$ cat src/rtl/mc_controller.sv
// mc_controller: multicycle MIPS32 main control FSM sequencing fetch/decode/execute/memory/writeback,
// stalling in FETCH, MEMRD and MEMWR until the memory port reports ready.
module mc_controller (
    input  logic       clk,
    input  logic       reset_n,
    input  logic [5:0] op,
    input  logic       zero,
    input  logic       mem_ready,
    output logic       memreq,
    output logic       iord,
    output logic       memwrite,
    output logic       irwrite,
    output logic       regdst,
    output logic       memtoreg,
    output logic       regwrite,
    output logic       alusrca,
    output logic [1:0] alusrcb,
    output logic [1:0] aluop,
    output logic [1:0] pcsrc,
    output logic       branch,
    output logic       pcwrite,
    output logic       pcen,
    output logic [3:0] state
);
    localparam logic [3:0] S_FETCH   = 4'd0;
    localparam logic [3:0] S_DECODE  = 4'd1;
    localparam logic [3:0] S_MEMADR  = 4'd2;
    localparam logic [3:0] S_MEMRD   = 4'd3;
    localparam logic [3:0] S_MEMWB   = 4'd4;
    localparam logic [3:0] S_MEMWR   = 4'd5;
    localparam logic [3:0] S_RTYPEEX = 4'd6;
    localparam logic [3:0] S_RTYPEWB = 4'd7;
    localparam logic [3:0] S_BEQEX   = 4'd8;
    localparam logic [3:0] S_ADDIEX  = 4'd9;
    localparam logic [3:0] S_ADDIWB  = 4'd10;
    localparam logic [3:0] S_JEX     = 4'd11;

    localparam logic [5:0] OP_LW    = 6'b100011;
    localparam logic [5:0] OP_SW    = 6'b101011;
    localparam logic [5:0] OP_RTYPE = 6'b000000;
    localparam logic [5:0] OP_BEQ   = 6'b000100;
    localparam logic [5:0] OP_ADDI  = 6'b001000;
    localparam logic [5:0] OP_J     = 6'b000010;

    logic [3:0] r_state;
    logic [3:0] w_next;
    logic       w_memreq, w_memwrite, w_irwrite, w_regwrite, w_branch, w_pcwrite;

    always_ff @(posedge clk or negedge reset_n) begin
        if (!reset_n) r_state <= S_FETCH;
        else          r_state <= w_next;
    end

    always_comb begin
        w_next = S_FETCH;
        case (r_state)
            S_FETCH:   w_next = mem_ready ? S_DECODE : S_FETCH;
            S_DECODE: begin
                case (op)
                    OP_LW, OP_SW: w_next = S_MEMADR;
                    OP_RTYPE:     w_next = S_RTYPEEX;
                    OP_BEQ:       w_next = S_BEQEX;
                    OP_ADDI:      w_next = S_ADDIEX;
                    OP_J:         w_next = S_JEX;
                    default:      w_next = S_FETCH;
                endcase
            end
            S_MEMADR:  w_next = (op == OP_SW) ? S_MEMWR : S_MEMRD;
            S_MEMRD:   w_next = mem_ready ? S_MEMWB : S_MEMRD;
            S_MEMWR:   w_next = mem_ready ? S_FETCH : S_MEMWR;
            S_RTYPEEX: w_next = S_RTYPEWB;
            S_ADDIEX:  w_next = S_ADDIWB;
            default:   w_next = S_FETCH;
        endcase
    end

    always_comb begin
        w_memreq   = 1'b0;
        w_memwrite = 1'b0;
        w_irwrite  = 1'b0;
        w_regwrite = 1'b0;
        w_branch   = 1'b0;
        w_pcwrite  = 1'b0;
        iord       = 1'b0;
        regdst     = 1'b0;
        memtoreg   = 1'b0;
        alusrca    = 1'b0;
        alusrcb    = 2'b00;
        aluop      = 2'b00;
        pcsrc      = 2'b00;
        case (r_state)
            S_FETCH: begin
                w_memreq  = 1'b1;
                w_irwrite = mem_ready;
                w_pcwrite = mem_ready;
                alusrcb   = 2'b01;
            end
            S_DECODE:  alusrcb = 2'b11;
            S_MEMADR: begin
                alusrca = 1'b1;
                alusrcb = 2'b10;
            end
            S_MEMRD: begin
                w_memreq = 1'b1;
                iord     = 1'b1;
            end
            S_MEMWB: begin
                w_regwrite = 1'b1;
                memtoreg   = 1'b1;
            end
            S_MEMWR: begin
                w_memreq   = 1'b1;
                w_memwrite = 1'b1;
                iord       = 1'b1;
            end
            S_RTYPEEX: begin
                alusrca = 1'b1;
                aluop   = 2'b10;
            end
            S_RTYPEWB: begin
                w_regwrite = 1'b1;
                regdst     = 1'b1;
            end
            S_BEQEX: begin
                alusrca  = 1'b1;
                aluop    = 2'b01;
                pcsrc    = 2'b01;
                w_branch = 1'b1;
            end
            S_ADDIEX: begin
                alusrca = 1'b1;
                alusrcb = 2'b10;
            end
            S_ADDIWB:  w_regwrite = 1'b1;
            S_JEX: begin
                pcsrc     = 2'b10;
                w_pcwrite = 1'b1;
            end
            default: ;
        endcase
    end

    // Enables are forced low while reset is held; the state is already FETCH, so selects match it.
    assign memreq   = w_memreq & reset_n;
    assign memwrite = w_memwrite & reset_n;
    assign irwrite  = w_irwrite & reset_n;
    assign regwrite = w_regwrite & reset_n;
    assign branch   = w_branch & reset_n;
    assign pcwrite  = w_pcwrite & reset_n;
    assign pcen     = pcwrite | (branch & zero);
    assign state    = r_state;
endmodule

$ cat config.mk
export PLATFORM = sky130hd
export DESIGN_NAME = mc_controller
export DESIGN_NICKNAME = d
export VERILOG_FILES = /design/src/rtl/mc_controller.sv
export SDC_FILE = /design/constraint.sdc
export NUM_CORES = 1
export LEC_CHECK = 0
export ABC_AREA = 1
export CAP_MARGIN = 20
export CORE_MARGIN = 5
export CORE_UTILIZATION = 40
export DETAILED_ROUTE_END_ITERATION = 7
export PLACE_DENSITY = 0.83
export SLEW_MARGIN = 20
export SYNTH_ARGS = -nofsm -noshare
export SYNTH_HDL_FRONTEND = slang
export SYNTH_SLANG_ARGS = --single-unit
$ cat constraint.sdc
create_clock -name clk -period 3.6 [get_ports clk]
set_clock_uncertainty 0.1 [all_clocks]
set_input_delay 0.72 -clock clk [delete_from_list [all_inputs] [get_ports clk]]
set_output_delay 0.72 -clock clk [all_outputs]
set_load 0.005 [all_outputs]
==> results.yml, run 1 <==
place:
  place_congestion: 0.855
  io_buffers: 30
  placed_area_um2: 880
  place_hpwl_mm: 1.39
finish:
  synthToLayoutAreaGrowth_pct: 60.9
  nNetsFinal: 151
  design_area_um2: 902
  n_antenna_cell: 0
  final_layout_size_suffix_gt1_share_pct: 14.4
  largest_reg_flops: 4
critical_path:
  r2r_start: "state[3]"
  start_kind: "input pin"
  path_class: "in2out"
  crit_path_end_kind: "output port"
  crit_start: "reset_n"
  r2r_end: "state[2]"
  cp_max_fo: 9
  cp.required_ps: 2780
  cp.arrival_ps: 2280
  rr_worst_depth: 5
  rrSetupSlack_ps: 2320
hold_path:
  hold_class: "in2async"
drt:
  drt_pass1_iterations: 4
  drt.antenna.violating_nets: 0
  drt-initial-drc-count: 4
  route.vias.total: 749
  drc: 0
  drt-total-wl_mm: 1.56
  wl_per_cell_um: 10.1
  vias_per_cell: 4.86
grt:
  grtUsageMet1_pct: 14.8
  grt_pass1_wl_mm: 2.50
  grt_antenna_before_repair: 0
  use_met2_pct: 31.6
  gr-total-overflow: 0
  grt_pass1_vias: 643
  grt_max_degree: 10
  grt_usage_pct: 15.3
  met3_usage_pct: 3.76
  globalRoute.busiestLayer: "met2"
power_and_ir_drop:
  finalPower_uw: 388
  p_leak_nw: 0.494
  p_clk_share_pct: 13.6
  p_switching_uw: 165
  seqPwrFrac_pct: 20.2
  switching_share_pct: 42.5
  internal_power_uw: 223
  ir_worst_vdd_mv: 0.216
  power_density_nw_per_um2: 430
  combinationalPowerShare_pct: 66.2
synth:
  syn_area_um2: 561
  synth-seq-cells: 4
  ys_types: 15
  netlist_top_cells_area: "nand2_1, dfrtp_1, nor2_1"
  yosys_warnings: 0
  synthCells: 106
  synth_top_area_share_pct: 19.4
  syn_nets: 116
  synth_top_cell_by_area: "nand2_1"
  avgSynthCellArea_um2: 5.29
  yosysSeqAreaShare_pct: 17.9
job:
  cap_viol_max_count: 0
clocking:
  insertion_delay_ps: 230
  cts-root-buf: "clkbuf_4"
  cts_resized: 0
  cts_tree: "yes"
  cts_hold_buf: 0
  path_clk_slew_ps: 30
  htreeDepth: 1
  cts.sinks: 4
  post_cts_buffers: 0
  cts.path.max_buffers: 2
  cts_buffers: 3
floorplanning:
  die_w_um: 47.4
  placeableCoreArea_um2: 1320
  rows: 13
  start_util_pct: 42.5
  die_area_um2: 2250
  die_y_um: 47.4
  top_level_ports: 31
timing:
  tightest_slew_ps: 355
  rsz0062_at_grt: "no"
  setup_viol: 0
  final_hold_viol_count: 0
  slew_headroom_pct: 76.3
  tns_ps: 0
  fmax_mhz: 322
  period_share_pct: 86.1
  period_minus_slack_ps: 3100
  slew_viol_final: 0
run_status:
  status: "complete, no violations"
cell type report:
class,count,area (µm²)
clock buffers,3,22.5
inverters,21,78.8
flip-flops and latches,4,100
repair buffers,30,300
fillers,127,415
multi-input cells,81,382
well taps,15,18.8
cells by family (layout without fill, tap and decap cells):
| logic type | after synthesis | in the layout | synth area share, % |
|---|---|---|---|
| compound gates | 4 | 4 | 4.91 |
| flops | 4 | 4 | 17.9 |
| buf+inv | 21 | 54 | 14.1 |
| simple gates | 77 | 77 | 63.2 |
how the worst max path moves through the flow:
stage | to | slack [ps] | cells past startpoint
after floorplan | pcwrite | 1800 | 2
after global placement | pcen | 540 | 4
after detailed placement | pcen | 490 | 4
after CTS | pcen | 490 | 4
after global routing | pcen | 390 | 4
final | pcen | 500 | 4
power by group through the flow:
stage | sequential (mW) | clock, mW | combinational (mW)
after floorplan | 0.0770 | 0 | 0.132
after global placement | 0.0779 | 0 | 0.256
after detailed placement | 0.0787 | 0 | 0.260
after CTS | 0.0783 | 0.0536 | 0.260
after global routing | 0.0819 | 0.0542 | 0.286
final | 0.0786 | 0.0527 | 0.257
Yosys cell counts, drive strengths merged:
master	instances
dfrtp	4
o211ai	1
nor2	29
o21ai	2
nand3	14
inv	20
clkinv	1
nand2	34
a21oi	1
worst max-delay path, stage by stage:
cell and delay, ps:
clkdlybuf4s50_1 680, inv_1 170, o211ai_2 190, clkdlybuf4s50_1 520
layout by cell type (no fill, tap or decap), drive strengths merged:
master / n
o211ai: 1
a21oi: 1
nor2: 29
nand3: 14
dfrtp: 4
clkdlybuf4s50: 30
clkinv: 1
inv: 20
nand2: 34
clkbuf: 3
o21ai: 2
metrics by stage:
stage               setup slack [ps]  cells  util, %  hold slack [ps]
finish                           499    154     68.5              670
global route                     385    154     68.5              695
CTS                              490    154     68.5              672
detailed placement               493    151     66.8              691
global placement                 539    151     66.8              675
floorplan                       1800    106        -              324
routing by layer:
layer	wire [µm]	share of wire (%)	up-vias
met2	789	51	31
met5	0	0	-
li1	-	-	395
met4	0	0	0
met3	211	14	0
met1	557	36	323
Power figures use the tool's default switching activity.
==> run 2, diff against run 1 <==
--- a/config.mk
+++ b/config.mk
@@ -11,6 +11,7 @@
 export CORE_UTILIZATION = 40
 export DETAILED_ROUTE_END_ITERATION = 7
 export PLACE_DENSITY = 0.83
+export REMOVE_ABC_BUFFERS = 1
 export SLEW_MARGIN = 20
 export SYNTH_ARGS = -nofsm -noshare
 export SYNTH_HDL_FRONTEND = slang
==> results of run 2 <==
Same layout as run 1: the final DEF is identical, and so are final timing and power.
